<file path="src/rtl/branch_rollback_issuer_if.sv">
// Branch-rollback bus: execute-stage resolutions in, rollback requests out.
// master = issuer side, slave = branch unit / rollback handler side.
interface branch_rollback_issuer_if #(
  parameter int THREAD_NUMB = 8,
  parameter int ADDR_W      = 32,
  parameter int SB_W        = 64,
  parameter int CNT_W       = 16
);
  localparam int TID_W = (THREAD_NUMB > 1) ? $clog2(THREAD_NUMB) : 1;

  logic                   ex_valid;
  logic [TID_W-1:0]       ex_thread_id;
  logic                   ex_taken;
  logic [ADDR_W-1:0]      ex_target_pc;
  logic [SB_W-1:0]        ex_scoreboard;
  logic [THREAD_NUMB-1:0] ext_flush;

  logic                   bc_rollback_enable;
  logic                   bc_rollback_valid;
  logic [ADDR_W-1:0]      bc_rollback_pc;
  logic [TID_W-1:0]       bc_rollback_thread_id;
  logic [SB_W-1:0]        bc_scoreboard;
  logic [THREAD_NUMB-1:0] squash_mask;
  logic [CNT_W-1:0]       perf_rollbacks;
  logic [CNT_W-1:0]       perf_dropped;

  modport master (
    input  ex_valid, ex_thread_id, ex_taken, ex_target_pc, ex_scoreboard, ext_flush,
    output bc_rollback_enable, bc_rollback_valid, bc_rollback_pc,
           bc_rollback_thread_id, bc_scoreboard, squash_mask,
           perf_rollbacks, perf_dropped
  );

  modport slave (
    output ex_valid, ex_thread_id, ex_taken, ex_target_pc, ex_scoreboard, ext_flush,
    input  bc_rollback_enable, bc_rollback_valid, bc_rollback_pc,
           bc_rollback_thread_id, bc_scoreboard, squash_mask,
           perf_rollbacks, perf_dropped
  );
endinterface

</file>
<file path="src/rtl/branch_rollback_issuer.sv">
// Buffers one taken-branch rollback per thread, issues them round-robin and squashes
// a thread's later resolutions for FLUSH_WINDOW cycles. Optional macro: ROLLBACK_PERF_CNT_EN.
module branch_rollback_issuer #(
  parameter int THREAD_NUMB  = 8,
  parameter int ADDR_W       = 32,
  parameter int SB_W         = 64,
  parameter int FLUSH_WINDOW = 3,
  parameter int CNT_W        = 16
) (
  input  logic                        clk,
  input  logic                        reset,
  input  logic                        enable,
  branch_rollback_issuer_if.master    bus
);
  localparam int         TID_W   = (THREAD_NUMB > 1) ? $clog2(THREAD_NUMB) : 1;
  localparam logic [3:0] SQ_LOAD = 4'(FLUSH_WINDOW);

  logic [THREAD_NUMB-1:0]             pend_v_all;
  logic [THREAD_NUMB-1:0]             squash_all;
  logic [THREAD_NUMB-1:0][ADDR_W-1:0] pend_pc_all;
  logic [THREAD_NUMB-1:0][SB_W-1:0]   pend_sb_all;

  logic [TID_W-1:0] rr_last_q;
  logic [TID_W-1:0] rr_last_d;
  logic             grant_valid;
  logic [TID_W-1:0] grant_id;
  logic [TID_W:0]   scan_sum;
  logic [TID_W-1:0] scan_idx;
  logic             consume_any;

  // Rotating priority search, starting one past the last consumed thread.
  always_comb begin
    grant_valid = 1'b0;
    grant_id    = '0;
    scan_sum    = '0;
    scan_idx    = '0;
    for (int i = 1; i <= THREAD_NUMB; i++) begin
      scan_sum = {1'b0, rr_last_q} + (TID_W+1)'(i);
      if (scan_sum >= (TID_W+1)'(THREAD_NUMB)) begin
        scan_sum = scan_sum - (TID_W+1)'(THREAD_NUMB);
      end
      scan_idx = scan_sum[TID_W-1:0];
      if (!grant_valid && pend_v_all[scan_idx]) begin
        grant_valid = 1'b1;
        grant_id    = scan_idx;
      end
    end
  end

  // An external flush of the granted thread pre-empts our own consumption.
  assign consume_any = enable & grant_valid & ~bus.ext_flush[grant_id];

  always_comb begin
    rr_last_d = rr_last_q;
    if (consume_any) begin
      rr_last_d = grant_id;
    end
  end

  always_ff @(posedge clk or posedge reset) begin
    if (reset) begin
      rr_last_q <= TID_W'(THREAD_NUMB - 1);
    end else begin
      rr_last_q <= rr_last_d;
    end
  end

`ifdef ROLLBACK_PERF_CNT_EN
  logic [THREAD_NUMB-1:0] drop_vec;
`endif

  for (genvar gi = 0; gi < THREAD_NUMB; gi++) begin : g_thread
    logic              pend_v_q;
    logic              pend_v_d;
    logic [ADDR_W-1:0] pend_pc_q;
    logic [ADDR_W-1:0] pend_pc_d;
    logic [SB_W-1:0]   pend_sb_q;
    logic [SB_W-1:0]   pend_sb_d;
    logic [3:0]        sq_cnt_q;
    logic [3:0]        sq_cnt_d;
    logic              flush;
    logic              taken_hit;
    logic              blocked;
    logic              capture;
    logic              consume;

    always_comb begin
      flush     = bus.ext_flush[gi];
      taken_hit = bus.ex_valid & bus.ex_taken & (bus.ex_thread_id == TID_W'(gi));
      // A younger result loses to an older pending entry or an open squash window.
      blocked   = (sq_cnt_q != 4'd0) | pend_v_q | flush;
      capture   = enable & taken_hit & ~blocked;
      consume   = consume_any & (grant_id == TID_W'(gi));

      pend_v_d  = pend_v_q;
      pend_pc_d = pend_pc_q;
      pend_sb_d = pend_sb_q;
      sq_cnt_d  = sq_cnt_q;

      if (enable) begin
        if (flush || consume) begin
          pend_v_d = 1'b0;
        end else if (capture) begin
          pend_v_d  = 1'b1;
          pend_pc_d = bus.ex_target_pc;
          pend_sb_d = bus.ex_scoreboard;
        end

        if (flush || consume) begin
          sq_cnt_d = SQ_LOAD;
        end else if (sq_cnt_q != 4'd0) begin
          sq_cnt_d = sq_cnt_q - 4'd1;
        end
      end
    end

    always_ff @(posedge clk or posedge reset) begin
      if (reset) begin
        pend_v_q  <= 1'b0;
        pend_pc_q <= '0;
        pend_sb_q <= '0;
        sq_cnt_q  <= 4'd0;
      end else begin
        pend_v_q  <= pend_v_d;
        pend_pc_q <= pend_pc_d;
        pend_sb_q <= pend_sb_d;
        sq_cnt_q  <= sq_cnt_d;
      end
    end

    assign pend_v_all[gi]  = pend_v_q;
    assign pend_pc_all[gi] = pend_pc_q;
    assign pend_sb_all[gi] = pend_sb_q;
    assign squash_all[gi]  = (sq_cnt_q != 4'd0);
`ifdef ROLLBACK_PERF_CNT_EN
    assign drop_vec[gi]    = enable & taken_hit & blocked;
`endif
  end

  assign bus.bc_rollback_enable    = grant_valid;
  assign bus.bc_rollback_valid     = grant_valid;
  assign bus.bc_rollback_thread_id = grant_valid ? grant_id : '0;
  assign bus.bc_rollback_pc        = grant_valid ? pend_pc_all[grant_id] : '0;
  assign bus.bc_scoreboard         = grant_valid ? pend_sb_all[grant_id] : '0;
  assign bus.squash_mask           = squash_all;

`ifdef ROLLBACK_PERF_CNT_EN
  logic [CNT_W-1:0] perf_rollbacks_q;
  logic [CNT_W-1:0] perf_rollbacks_d;
  logic [CNT_W-1:0] perf_dropped_q;
  logic [CNT_W-1:0] perf_dropped_d;

  // Only one resolution arrives per cycle, so at most one drop per cycle.
  always_comb begin
    perf_rollbacks_d = perf_rollbacks_q;
    perf_dropped_d   = perf_dropped_q;
    if (consume_any && !(&perf_rollbacks_q)) begin
      perf_rollbacks_d = perf_rollbacks_q + CNT_W'(1);
    end
    if ((|drop_vec) && !(&perf_dropped_q)) begin
      perf_dropped_d = perf_dropped_q + CNT_W'(1);
    end
  end

  always_ff @(posedge clk or posedge reset) begin
    if (reset) begin
      perf_rollbacks_q <= '0;
      perf_dropped_q   <= '0;
    end else begin
      perf_rollbacks_q <= perf_rollbacks_d;
      perf_dropped_q   <= perf_dropped_d;
    end
  end

  assign bus.perf_rollbacks = perf_rollbacks_q;
  assign bus.perf_dropped   = perf_dropped_q;
`else
  assign bus.perf_rollbacks = {CNT_W{1'b0}};
  assign bus.perf_dropped   = {CNT_W{1'b0}};
`endif
endmodule
</file>
<file path="src/flat_wrapper.sv">
// flat-port wrapper written by rule: the top's interface ports become plain ports
module branch_rollback_issuer_flat 
#(
  parameter int THREAD_NUMB  = 8,
  parameter int ADDR_W       = 32,
  parameter int SB_W         = 64,
  parameter int FLUSH_WINDOW = 3,
  parameter int CNT_W        = 16
)
  (clk, reset, enable, bus_ex_valid, bus_ex_thread_id, bus_ex_taken, bus_ex_target_pc, bus_ex_scoreboard, bus_ext_flush, bus_bc_rollback_enable, bus_bc_rollback_valid, bus_bc_rollback_pc, bus_bc_rollback_thread_id, bus_bc_scoreboard, bus_squash_mask, bus_perf_rollbacks, bus_perf_dropped);
  branch_rollback_issuer_if #(.THREAD_NUMB(THREAD_NUMB), .ADDR_W(ADDR_W), .SB_W(SB_W), .CNT_W(CNT_W)) bus_i ();
  input  logic clk;
  input  logic reset;
  input  logic enable;
  input wire logic [$bits(bus_i.ex_valid)-1:0] bus_ex_valid;
  input wire logic [$bits(bus_i.ex_thread_id)-1:0] bus_ex_thread_id;
  input wire logic [$bits(bus_i.ex_taken)-1:0] bus_ex_taken;
  input wire logic [$bits(bus_i.ex_target_pc)-1:0] bus_ex_target_pc;
  input wire logic [$bits(bus_i.ex_scoreboard)-1:0] bus_ex_scoreboard;
  input wire logic [$bits(bus_i.ext_flush)-1:0] bus_ext_flush;
  output wire logic [$bits(bus_i.bc_rollback_enable)-1:0] bus_bc_rollback_enable;
  output wire logic [$bits(bus_i.bc_rollback_valid)-1:0] bus_bc_rollback_valid;
  output wire logic [$bits(bus_i.bc_rollback_pc)-1:0] bus_bc_rollback_pc;
  output wire logic [$bits(bus_i.bc_rollback_thread_id)-1:0] bus_bc_rollback_thread_id;
  output wire logic [$bits(bus_i.bc_scoreboard)-1:0] bus_bc_scoreboard;
  output wire logic [$bits(bus_i.squash_mask)-1:0] bus_squash_mask;
  output wire logic [$bits(bus_i.perf_rollbacks)-1:0] bus_perf_rollbacks;
  output wire logic [$bits(bus_i.perf_dropped)-1:0] bus_perf_dropped;
  assign bus_i.ex_valid = bus_ex_valid;
  assign bus_i.ex_thread_id = bus_ex_thread_id;
  assign bus_i.ex_taken = bus_ex_taken;
  assign bus_i.ex_target_pc = bus_ex_target_pc;
  assign bus_i.ex_scoreboard = bus_ex_scoreboard;
  assign bus_i.ext_flush = bus_ext_flush;
  assign bus_bc_rollback_enable = bus_i.bc_rollback_enable;
  assign bus_bc_rollback_valid = bus_i.bc_rollback_valid;
  assign bus_bc_rollback_pc = bus_i.bc_rollback_pc;
  assign bus_bc_rollback_thread_id = bus_i.bc_rollback_thread_id;
  assign bus_bc_scoreboard = bus_i.bc_scoreboard;
  assign bus_squash_mask = bus_i.squash_mask;
  assign bus_perf_rollbacks = bus_i.perf_rollbacks;
  assign bus_perf_dropped = bus_i.perf_dropped;
  branch_rollback_issuer #(.THREAD_NUMB(THREAD_NUMB), .ADDR_W(ADDR_W), .SB_W(SB_W), .FLUSH_WINDOW(FLUSH_WINDOW), .CNT_W(CNT_W)) u_core (.clk(clk), .reset(reset), .enable(enable), .bus(bus_i));
endmodule
</file>
<file path="config.mk">
export PLATFORM = sky130hd
export DESIGN_NAME = branch_rollback_issuer_flat
export DESIGN_NICKNAME = d
export VERILOG_FILES = /design/src/rtl/branch_rollback_issuer_if.sv /design/src/rtl/branch_rollback_issuer.sv /design/src/flat_wrapper.sv
export SDC_FILE = /design/constraint.sdc
export NUM_CORES = 2
export LEC_CHECK = 0
export ABC_CLOCK_PERIOD_IN_PS = 45500
export CAP_MARGIN = 20
export CELL_PAD_IN_SITES_DETAIL_PLACEMENT = 0
export CELL_PAD_IN_SITES_GLOBAL_PLACEMENT = 1
export CORE_MARGIN = 2
export CORE_UTILIZATION = 50
export DETAILED_ROUTE_END_ITERATION = 8
export GPL_TIMING_DRIVEN = 1
export PLACE_DENSITY = 0.79
export SKIP_CTS_REPAIR_TIMING = 1
export SLEW_MARGIN = 20
export SYNTH_ARGS = -nofsm -noshare
export SYNTH_HDL_FRONTEND = slang
export SYNTH_SLANG_ARGS = --single-unit
</file>
<file path="constraint.sdc">
create_clock -name clk -period 45.5 [get_ports clk]
set_input_delay 13.65 -clock clk [delete_from_list [all_inputs] [get_ports clk]]
set_output_delay 13.65 -clock clk [all_outputs]
set_load 0.01 [all_outputs]
</file>
==> flow_metrics.py <==
metrics = {
    "final_layout": {
        "layout.core_utilization_pct": 57.89,
        "drive_gt1_share_pct": 37.44,
        "nFillCells": 6098,
        "fin_nets": 3196,
        "finish.instance_area_sq_um": 44990,
        "signed_area_change_from_the_synthesized_netlist_to_the_final_layout_pct": 14.37,
        "finalNonFillerCells": 4171,
    },
    "clocking": {
        "clock_latency_ps": 650,
        "clk_pin_slew_ps": 60,
        "clock_tree.root_cell": "sky130_fd_sc_hd__clkbuf_16",
        "ctsHtreeMaxLevel": 3,
        "cts_inserted_buffers": 87,
        "cts.sink_count": 811,
        "cts_tree": "yes",
        "cts.path.max_buffers": 3,
    },
    "place": {
        "dp.final_hpwl_um": 57200,
        "port_buffers": 220,
        "placedCellCount": 4017,
        "placer_congestion": 0.8835,
        "postPlaceCellArea_sq_um": 42190,
        "pre_cts_slack_ps": 24590,
    },
    "global_routing": {
        "globalRouteTotalUtil_pct": 24.76,
        "grtUsageMet2_pct": 41.91,
        "use_met3_pct": 4.526,
        "grt_overflow_total": 0,
        "grt.busiest_layer": "met2",
        "grtUsageMet1_pct": 32.34,
        "number_of_global_route_vias_before_repair": 26870,
        "antenna_violations_before_repair": 15,
        "grt_pass1_wl_um": 156600,
        "pin_count_of_the_biggest_net_entering_global_routing": 115,
    },
    "sta": {
        "tightestPinTransition_ps": 1157,
        "clock-skew-final_ps": 25.05,
        "hold-worst-slack_ps": 500.1,
        "fin_tns_setup_ps": 0,
        "post-route-worst-setup-slack_ps": 23900,
        "min_period_ps": 21600,
        "drv_slew": 0,
        "grt_setup_unrepaired": "no",
        "final_hold_violation_count": 0,
        "setup_viol": 0,
        "period_share_pct": 47.48,
        "max_freq_ghz": 0.04629,
        "timing.max_slew.rel_slack_pct": 22.88,
    },
    "logic_synthesis": {
        "synth_cells": 2908,
        "synth_top_cells_by_count": "sky130_fd_sc_hd__dfrtp_1 (808), sky130_fd_sc_hd__mux2_2 (779), sky130_fd_sc_hd__inv_1 (186), sky130_fd_sc_hd__mux2i_1 (179), sky130_fd_sc_hd__a221oi_2 (157)",
        "yosys_register_bits": 811,
        "synth_ff_type": "sky130_fd_sc_hd__dfrtp_1",
        "post-synth-top-area-cell": "sky130_fd_sc_hd__dfrtp_1",
        "ys_top_cells_by_area": "sky130_fd_sc_hd__dfrtp_1 (51%), sky130_fd_sc_hd__mux2_2 (22%), sky130_fd_sc_hd__a221oi_2 (6.0%)",
        "synth_enable_flop_cells": 0,
        "synth.avg_cell_area_sq_um": 13.53,
        "yosys_warnings": 0,
        "yosysSeqAreaShare_pct": 51.59,
        "yosysMostFrequentCell": "sky130_fd_sc_hd__dfrtp_1",
        "synthArstFlopShare_pct": 100.0,
        "synth_top_cell_area_share_pct": 51.39,
        "synthesis.area_sq_um": 39340,
        "synth.distinct_cells": 69,
    },
    "route": {
        "detail_route.first_pass.iterations": 6,
        "via_per_inst": 5.963,
        "routed_wl_um": 100000,
        "post_drt_wl_per_cell_um": 23.98,
        "route.vias.total": 24870,
        "route.detailed.drc": 0,
        "antenna_violating_nets_post_route": 0,
        "number_of_violations_reported_at_the_end_of_detailed_routing_iteration_0": 1410,
    },
    "pwr": {
        "powerDensity_nw_per_um2": 52.93,
        "p_leak_nw": 21.70,
        "finalPower_mw": 2.381,
        "worst_case_vdd_ir_drop_mv": 0.08896,
    },
    "setup_path": {
        "critPathArrivalTime_ps": 7950,
        "critPathCaptureType": "primary output",
        "timing_worst_setup_path_type": "register to primary output",
        "cp_max_fanout": 53,
        "crit_required_ps": 31850,
        "crit_path_start_kind": "register",
    },
    "flow_run": {
        "cap_violations": 0,
    },
    "floorplanning": {
        "die_area_sq_um": 80940,
        "core_area_sq_um": 77720,
        "ios": 253,
        "starting_density_of_the_core_pct": 50.62,
        "num_rows": 102,
        "die_h_um": 284.5,
        "die_width_um": 284.5,
    },
    "hold_path": {
        "hold_path.class": "register to register",
    },
    "run_status": {
        "outcome": "finished, final reports clean",
    },
}
==> metal layers <==
metal	share of wire [%]	vias to the layer above
met1	43	13160
met5	0.14	-
met2	49	545
li1	-	10980
met3	4.9	160
met4	2.5	24
==> layout by cell type, fill, tap and decap left out, types with 13 or more instances in the layout <==
| cell type | count |
|---|---|
| sky130_fd_sc_hd__clkdlybuf4s50_1 | 220 |
| sky130_fd_sc_hd__mux2_2 | 779 |
| sky130_fd_sc_hd__dfrtp_1 | 808 |
| sky130_fd_sc_hd__clkbuf_1 | 28 |
| sky130_fd_sc_hd__mux2i_1 | 179 |
| sky130_fd_sc_hd__nor3_1 | 19 |
| sky130_fd_sc_hd__ha_1 | 18 |
| sky130_fd_sc_hd__clkbuf_8 | 15 |
| sky130_fd_sc_hd__conb_1 | 32 |
| sky130_fd_sc_hd__a22o_1 | 25 |
| sky130_fd_sc_hd__a21oi_1 | 13 |
| sky130_fd_sc_hd__clkbuf_16 | 87 |
| sky130_fd_sc_hd__a221oi_2 | 157 |
| sky130_fd_sc_hd__inv_1 | 185 |
| sky130_fd_sc_hd__a22oi_1 | 89 |
| sky130_fd_sc_hd__nor2_1 | 25 |
| sky130_fd_sc_hd__buf_4 | 38 |
| sky130_fd_sc_hd__nand2_1 | 101 |
| sky130_fd_sc_hd__mux4_2 | 44 |
| sky130_fd_sc_hd__o21ai_0 | 111 |
==> flip-flops by register name (all words and copies together) (netlist names) <==
| name | cells |
|---|---|
| u_core.rr_last_q | 3 |
| u_core.g_thread.pend_sb_q | 512 |
| u_core.g_thread.pend_pc_q | 256 |
| u_core.g_thread.sq_cnt_q | 32 |
| u_core.g_thread.pend_v_q | 8 |
==> where the power goes <==
group          switching [mW]  internal (mW)  total (mW)
clock                   0.289          0.407       0.696
sequential             0.0320          0.764       0.796
combinational           0.583          0.307       0.890
total                   0.904           1.48        2.38
==> critical path, stage by stage (launching register included) <==
cell and delay [ps]:
sky130_fd_sc_hd__dfstp_2 920, sky130_fd_sc_hd__inv_2 130, sky130_fd_sc_hd__ha_1 610, sky130_fd_sc_hd__clkinv_1 370, sky130_fd_sc_hd__mux4_2 580, sky130_fd_sc_hd__o2bb2ai_1 210, sky130_fd_sc_hd__a221o_4 530, sky130_fd_sc_hd__buf_4 720
sky130_fd_sc_hd__buf_4 960, sky130_fd_sc_hd__buf_4 780, sky130_fd_sc_hd__mux4_2 590, sky130_fd_sc_hd__a22o_1 270, sky130_fd_sc_hd__clkdlybuf4s50_1 490
==> layout make-up <==
class                           instances  area [sq um]  area share [%]
Antenna cell                            3         7.507         0.01669
Clock buffer                          130          2489           5.531
Clock inverter                         21         292.8          0.6507
Inverter                              190         728.2           1.618
Multi-Input combinational cell       1715         17360           38.57
Sequential cell                       811         20300           45.11
Tap cell                             1040          1301           2.892
Timing Repair Buffer                  261          2521           5.603
==> cell families after synthesis <==
| logic type | count (synthesis) | synth area share, % |
|---|---|---|
| and+or+nand+nor | 210 | 2.481 |
| other | 1 | 0.009532 |
| muxes | 1004 | 29.44 |
| AOI/OAI and AO/OA | 449 | 10.96 |
| xor gates and xnor gates | 2 | 0.04453 |
| buffers and inverters | 413 | 4.898 |
| adders and majority gates | 18 | 0.5725 |
| DFF | 811 | 51.59 |
==> path summary, 6_finish.rpt <==
kind,from,endpoint,slack [ps],cells past startpoint
setup / recovery,u_core.rr_last_q[0]$_DFFE_PP1P_,bus_bc_rollback_pc[22],23900,12
hold / removal,u_core.g_thread[3].pend_sb_q[19]$_DFFE_PP0P_,u_core.g_thread[3].pend_sb_q[19]$_DFFE_PP0P_,500,1
setup reg to reg,u_core.rr_last_q[0]$_DFFE_PP1P_,u_core.g_thread[3].sq_cnt_q[1]$_DFFE_PP0P_,38900,12
hold reg to reg,u_core.g_thread[3].pend_sb_q[19]$_DFFE_PP0P_,u_core.g_thread[3].pend_sb_q[19]$_DFFE_PP0P_,500,1
max in group asynchronous,reset,u_core.g_thread[4].pend_sb_q[25]$_DFFE_PP0P_,28260,6
min in group asynchronous,reset,u_core.g_thread[5].pend_pc_q[7]$_DFFE_PP0P_,13540,2
No activity file was read; power rests on OpenSTA's default activity.
